===== src/rtl/pulse_sched_pkg.sv =====
// Shared state encoding and default field widths for the pulse scheduler.
package pulse_sched_pkg;

   localparam int unsigned CNT_W_DEF = 5;
   localparam int unsigned BST_W_DEF = 4;

   typedef logic [1:0] state_t;

   localparam state_t StIdle = 2'd0;
   localparam state_t StLoad = 2'd1;
   localparam state_t StRun  = 2'd2;
   localparam state_t StDone = 2'd3;

endpackage


===== src/rtl/pulse_core.sv =====
// Phase counter and registered pulse output for one burst.
module pulse_core #(
   parameter int unsigned CNT_W = 5
) (
   input  logic             clk,
   input  logic             reset,
   input  logic             start,
   input  logic             run,
   input  logic             last,
   input  logic [CNT_W-1:0] high,
   input  logic [CNT_W-1:0] per,
   output logic             wrap,
   output logic             dout
);

   logic [CNT_W-1:0] phase_q, phase_d, phase_inc;
   logic             dout_q, dout_d;

   assign phase_inc = phase_q + CNT_W'(1);
   assign wrap      = run && (phase_q == per);
   assign dout      = dout_q;

   // Next phase and next output level; dout_d reflects the phase the next cycle will hold.
   always_comb begin
      phase_d = phase_q;
      dout_d  = 1'b0;
      if (start) begin
         phase_d = '0;
         dout_d  = (high != '0);
      end else if (run) begin
         if (wrap) begin
            phase_d = '0;
            // The final wrap hands over to DONE, where the output is forced low.
            dout_d  = !last && (high != '0);
         end else begin
            phase_d = phase_inc;
            dout_d  = (phase_inc < high);
         end
      end
   end

   // Phase and output registers.
   always_ff @(posedge clk or negedge reset) begin
      if (!reset) begin
         phase_q <= '0;
         dout_q  <= 1'b0;
      end else begin
         phase_q <= phase_d;
         dout_q  <= dout_d;
      end
   end

endmodule


===== src/rtl/pulse_sched.sv =====
// Two-requester round-robin burst pulse scheduler.
module pulse_sched
   import pulse_sched_pkg::*;
#(
   parameter int unsigned CNT_W = CNT_W_DEF,
   parameter int unsigned BST_W = BST_W_DEF
) (
   input  logic             clk,
   input  logic             reset,
   input  logic [1:0]       req,
   input  logic [CNT_W-1:0] high0,
   input  logic [CNT_W-1:0] high1,
   input  logic [CNT_W-1:0] per0,
   input  logic [CNT_W-1:0] per1,
   input  logic [BST_W-1:0] bst0,
   input  logic [BST_W-1:0] bst1,
   output logic [1:0]       gnt,
   output logic             busy,
   output logic [1:0]       done,
   output logic             dout
);

   state_t           state_q, state_d;
   logic [1:0]       gnt_q, gnt_d;
   logic [1:0]       done_q, done_d;
   logic             gidx_q, gidx_d;
   logic             rr_q, rr_d;      // 1: requester 1 wins a tie
   logic [CNT_W-1:0] high_q, high_d;
   logic [CNT_W-1:0] per_q, per_d;
   logic [BST_W-1:0] bst_q, bst_d;
   logic [BST_W-1:0] bcnt_q, bcnt_d;
   logic             win;
   logic             req_g;
   logic             wrap;

   assign req_g = req[gidx_q];
   assign gnt   = gnt_q;
   assign done  = done_q;
   assign busy  = (state_q != StIdle);

   // Arbitration, FSM sequencing, burst counting and config capture.
   always_comb begin
      state_d = state_q;
      gnt_d   = gnt_q;
      done_d  = '0;
      gidx_d  = gidx_q;
      rr_d    = rr_q;
      high_d  = high_q;
      per_d   = per_q;
      bst_d   = bst_q;
      bcnt_d  = bcnt_q;
      win     = 1'b0;
      case (state_q)
         StIdle: begin
            if (|req) begin
               win     = (req == 2'b11) ? rr_q : req[1];
               gidx_d  = win;
               gnt_d   = win ? 2'b10 : 2'b01;
               high_d  = win ? high1 : high0;
               per_d   = win ? per1 : per0;
               bst_d   = win ? bst1 : bst0;
               state_d = StLoad;
            end
         end
         StLoad: begin
            if (!req_g) begin
               state_d = StIdle;
               gnt_d   = '0;
               rr_d    = ~gidx_q;
            end else begin
               bcnt_d  = bst_q;
               state_d = StRun;
            end
         end
         StRun: begin
            if (!req_g) begin
               state_d = StIdle;
               gnt_d   = '0;
               rr_d    = ~gidx_q;
            end else if (wrap) begin
               if (bcnt_q == '0) begin
                  state_d = StDone;
                  done_d  = gnt_q;
               end else begin
                  bcnt_d = bcnt_q - BST_W'(1);
               end
            end
         end
         StDone: begin
            state_d = StIdle;
            gnt_d   = '0;
            rr_d    = ~gidx_q;
         end
         default: state_d = StIdle;
      endcase
   end

   // Scheduler state registers.
   always_ff @(posedge clk or negedge reset) begin
      if (!reset) begin
         state_q <= StIdle;
         gnt_q   <= '0;
         done_q  <= '0;
         gidx_q  <= 1'b0;
         rr_q    <= 1'b0;
         high_q  <= '0;
         per_q   <= '0;
         bst_q   <= '0;
         bcnt_q  <= '0;
      end else begin
         state_q <= state_d;
         gnt_q   <= gnt_d;
         done_q  <= done_d;
         gidx_q  <= gidx_d;
         rr_q    <= rr_d;
         high_q  <= high_d;
         per_q   <= per_d;
         bst_q   <= bst_d;
         bcnt_q  <= bcnt_d;
      end
   end

   pulse_core #(
      .CNT_W (CNT_W)
   ) u_core (
      .clk   (clk),
      .reset (reset),
      .start ((state_q == StLoad) && req_g),
      .run   ((state_q == StRun) && req_g),
      .last  (bcnt_q == '0),
      .high  (high_q),
      .per   (per_q),
      .wrap  (wrap),
      .dout  (dout)
   );

endmodule


===== config.mk =====
export PLATFORM = sky130hd
export DESIGN_NAME = pulse_sched
export DESIGN_NICKNAME = d
export VERILOG_FILES = /design/src/rtl/pulse_sched_pkg.sv /design/src/rtl/pulse_core.sv /design/src/rtl/pulse_sched.sv
export SDC_FILE = /design/constraint.sdc
export NUM_CORES = 1
export LEC_CHECK = 0
export CORE_MARGIN = 8
export CORE_UTILIZATION = 25
export DETAILED_ROUTE_END_ITERATION = 10
export GPL_ROUTABILITY_DRIVEN = 0
export PLACE_DENSITY = 0.46
export SLEW_MARGIN = 20
export SYNTH_ARGS = -nofsm -noshare
export SYNTH_HDL_FRONTEND = slang
export SYNTH_SLANG_ARGS = --single-unit

===== constraint.sdc =====
create_clock -name clk -period 4.9 [get_ports clk]
set_clock_uncertainty 0.1 [all_clocks]
set_input_delay 0.98 -clock clk [delete_from_list [all_inputs] [get_ports clk]]
set_output_delay 0.98 -clock clk [all_outputs]
set_load 0.01 [all_outputs]

==> metrics <==
peak supply drop=around 130 uV; sequential cell area=around 800 um2; first-pass GRT wire length=roughly 6.9 mm; starting density of the core=0.255; Final Cycle Share=0.559; antenna cell count=0; final WL=4.04 mm; Synthesis Warnings=0; Worst Hold Class=reg2reg; CP Launch Type=flop; highest clock rate=0.365 GHz; register area share after synthesis=0.438; Max Slew Vio Count=0; R2R Path End=bcnt_q[3]; Final setup viols=0; Relative slew margins=0.326; Vias/cell=about 4.3; clk root buf=clkbuf_8; Reg2Reg Launch Point=state_q[0]; status=complete, no violations; Setup CP Type=reg2out; M1 GR Usage=0.108; Max FO, Critical Path=4; cts bufs inserted=5; pin count of the biggest net entering global routing=33; most common cell after layout, fill and taps aside=clkdlybuf4s50_1; Post-synth EDFFs=0; GRT Overall Usage=0.0836; syn avg cell area=about 9.5 um2; Yosys top cell by area=dfrtp_1; cts hold-fix bufs=0; Area Overhead vs Synth=32.1%; post-synth net total=235; asr flop ratio synth=1.00; Reg2Reg Setup Slack=2590 ps; Worst EP arrival=1660 ps; R2R depth=7; GR Util met3=0.0261; Leak Pwr=1.09 nW; #FFs+latches synth=32; row count=31; Core Area=0.00718 mm2; Min Hold Slack=405 ps; clock-pin slew on the worst setup and hold paths=80 ps; final setup slack of the worst path=~2200 ps; initial antenna violation count=0; minimum clock period=2740 ps; Final Hold Vio Count=0; Final nets=275; Power per Cell Area=488 mW/mm2; Die W=102 um; die height=102 um; Longest Clk Path Bufs=2; layout cell share with drive strength beyond 1=0.0726; Distinct cells, synth=39; final core utilization=0.337; synthesized area=0.00183 mm2; post-synth top area share=0.438; Critical Path RT=approximately 3800 ps; Iteration-0 DRC Markers=91; RSZ-0062 raised after global routing=false; Worst Max-Slew Pin Slew=roughly 1000 ps; nature of the critical path endpoint=output port; most frequent cells in the layout=clkdlybuf4s50_1, dfrtp_1, nand2_1; wire length per cell=12.1 um; I/O Buffers=37; CP endpoint=busy; post-CTS setup buffers=0; clock sink count=32; setup TNS=0 ps; Synth Flop Type=dfrtp_1; FILL cells=766; Die ar.=0.0103 mm2; Critical Path Start=state_q[0]; met2 usage=0.124; Max Cap Viol=0; Multi-input gate area=about 940 um2; top cells by area, synth=dfrtp_1, mux2i_1, ha_1, o21ai_0, nand2_1; vias post-DR=1,418; GR peak layer=met2; IO Count=38; Worst-Skew Late Latency=290 ps; dpl ws=roughly 1800 ps; DRT antenna net count=0; # H-tree levels=2; Syn Inst Count=193; CTS tree=done; vias in the first global route=~1,500; DRC errors left=0; GR Overflow Total=0; drt first pass iters=4; post-DP HPWL=3.13 mm; post-CTS sizing=0
stage by stage:
stage | cells | instance area (um2) | total power, mW
after floorplan | 193 | 1830 | 0.773
after global placement | 325 | 2310 | 0.931
after detailed placement | 325 | 2310 | 0.937
after CTS | 333 | 2420 | 1.19
after global routing | 333 | 2420 | 1.28
final | 333 | 2420 | 1.18
logic make-up (layout without fill, tap and decap cells):
group,after synthesis,in the layout,synth area share
muxes,18,18,0.0999
buffers and inverters,21,62,0.0486
and+or+nand+nor,57,57,0.154
xor gates and xnor gates,8,8,0.0383
AOI/OAI and AO/OA,47,47,0.153
adders and majority gates,10,10,0.0684
DFF,32,32,0.438
sequential cells by signal, summed over array words and instances (netlist names), 2 cells and up:
signal	count
high_q	5
gnt	2
u_core.phase_q	5
bcnt_q	4
done	2
per_q	5
state_q	2
bst_q	4
how the worst min path moves through the flow:
stage               cells after the start  slack [ps]     start  endpoint
floorplan                               2         340  bst_q[2]  bst_q[2]
global placement                        2         390  per_q[0]  per_q[0]
detailed placement                      2         390  per_q[2]  per_q[2]
CTS                                     2         410  bst_q[2]  bst_q[2]
global route                            2         440  bst_q[2]  bst_q[2]
finish                                  2         410  per_q[2]  per_q[2]
layout make-up:
| class | instances | area share |
|---|---|---|
| Clock buffer | 5 | 0.0285 |
| Timing Repair Buffer | 39 | 0.159 |
| Inverter | 15 | 0.0233 |
| Tap cell | 99 | 0.0512 |
| Multi-Input combinational cell | 140 | 0.389 |
| Clock inverter | 3 | 0.0176 |
| Sequential cell | 32 | 0.331 |
routing by layer:
| metal | part of all wire | vias up |
|---|---|---|
| met5 | 0 | - |
| met4 | 0.015 | 0 |
| met3 | 0.036 | 4 |
| met2 | 0.44 | 31 |
| met1 | 0.51 | 638 |
| li1 | - | 745 |
where the power goes:
part,switching [mW],internal (mW)
sequential,0.0811,0.367
combinational,0.257,0.217
clock,0.105,0.150
total,0.444,0.735
synthesized netlist by cell type (all sizes together) (3+ instances only):
master	number
clkbuf	4
mux2i	16
xor2	3
a21oi	7
nor2	10
or3	4
dfrtp	32
nand3	4
o21ai	27
ha	10
and3	3
nand2	26
xnor2	5
nor3	3
inv	15
critical path, stage by stage, from the launching register on:
cell and delay (ps):
dfrtp_1 370, inv_1 80, ha_1 230, inv_1 130, clkdlybuf4s50_1 560
Note: power is estimated with default switching activity, not from simulation.
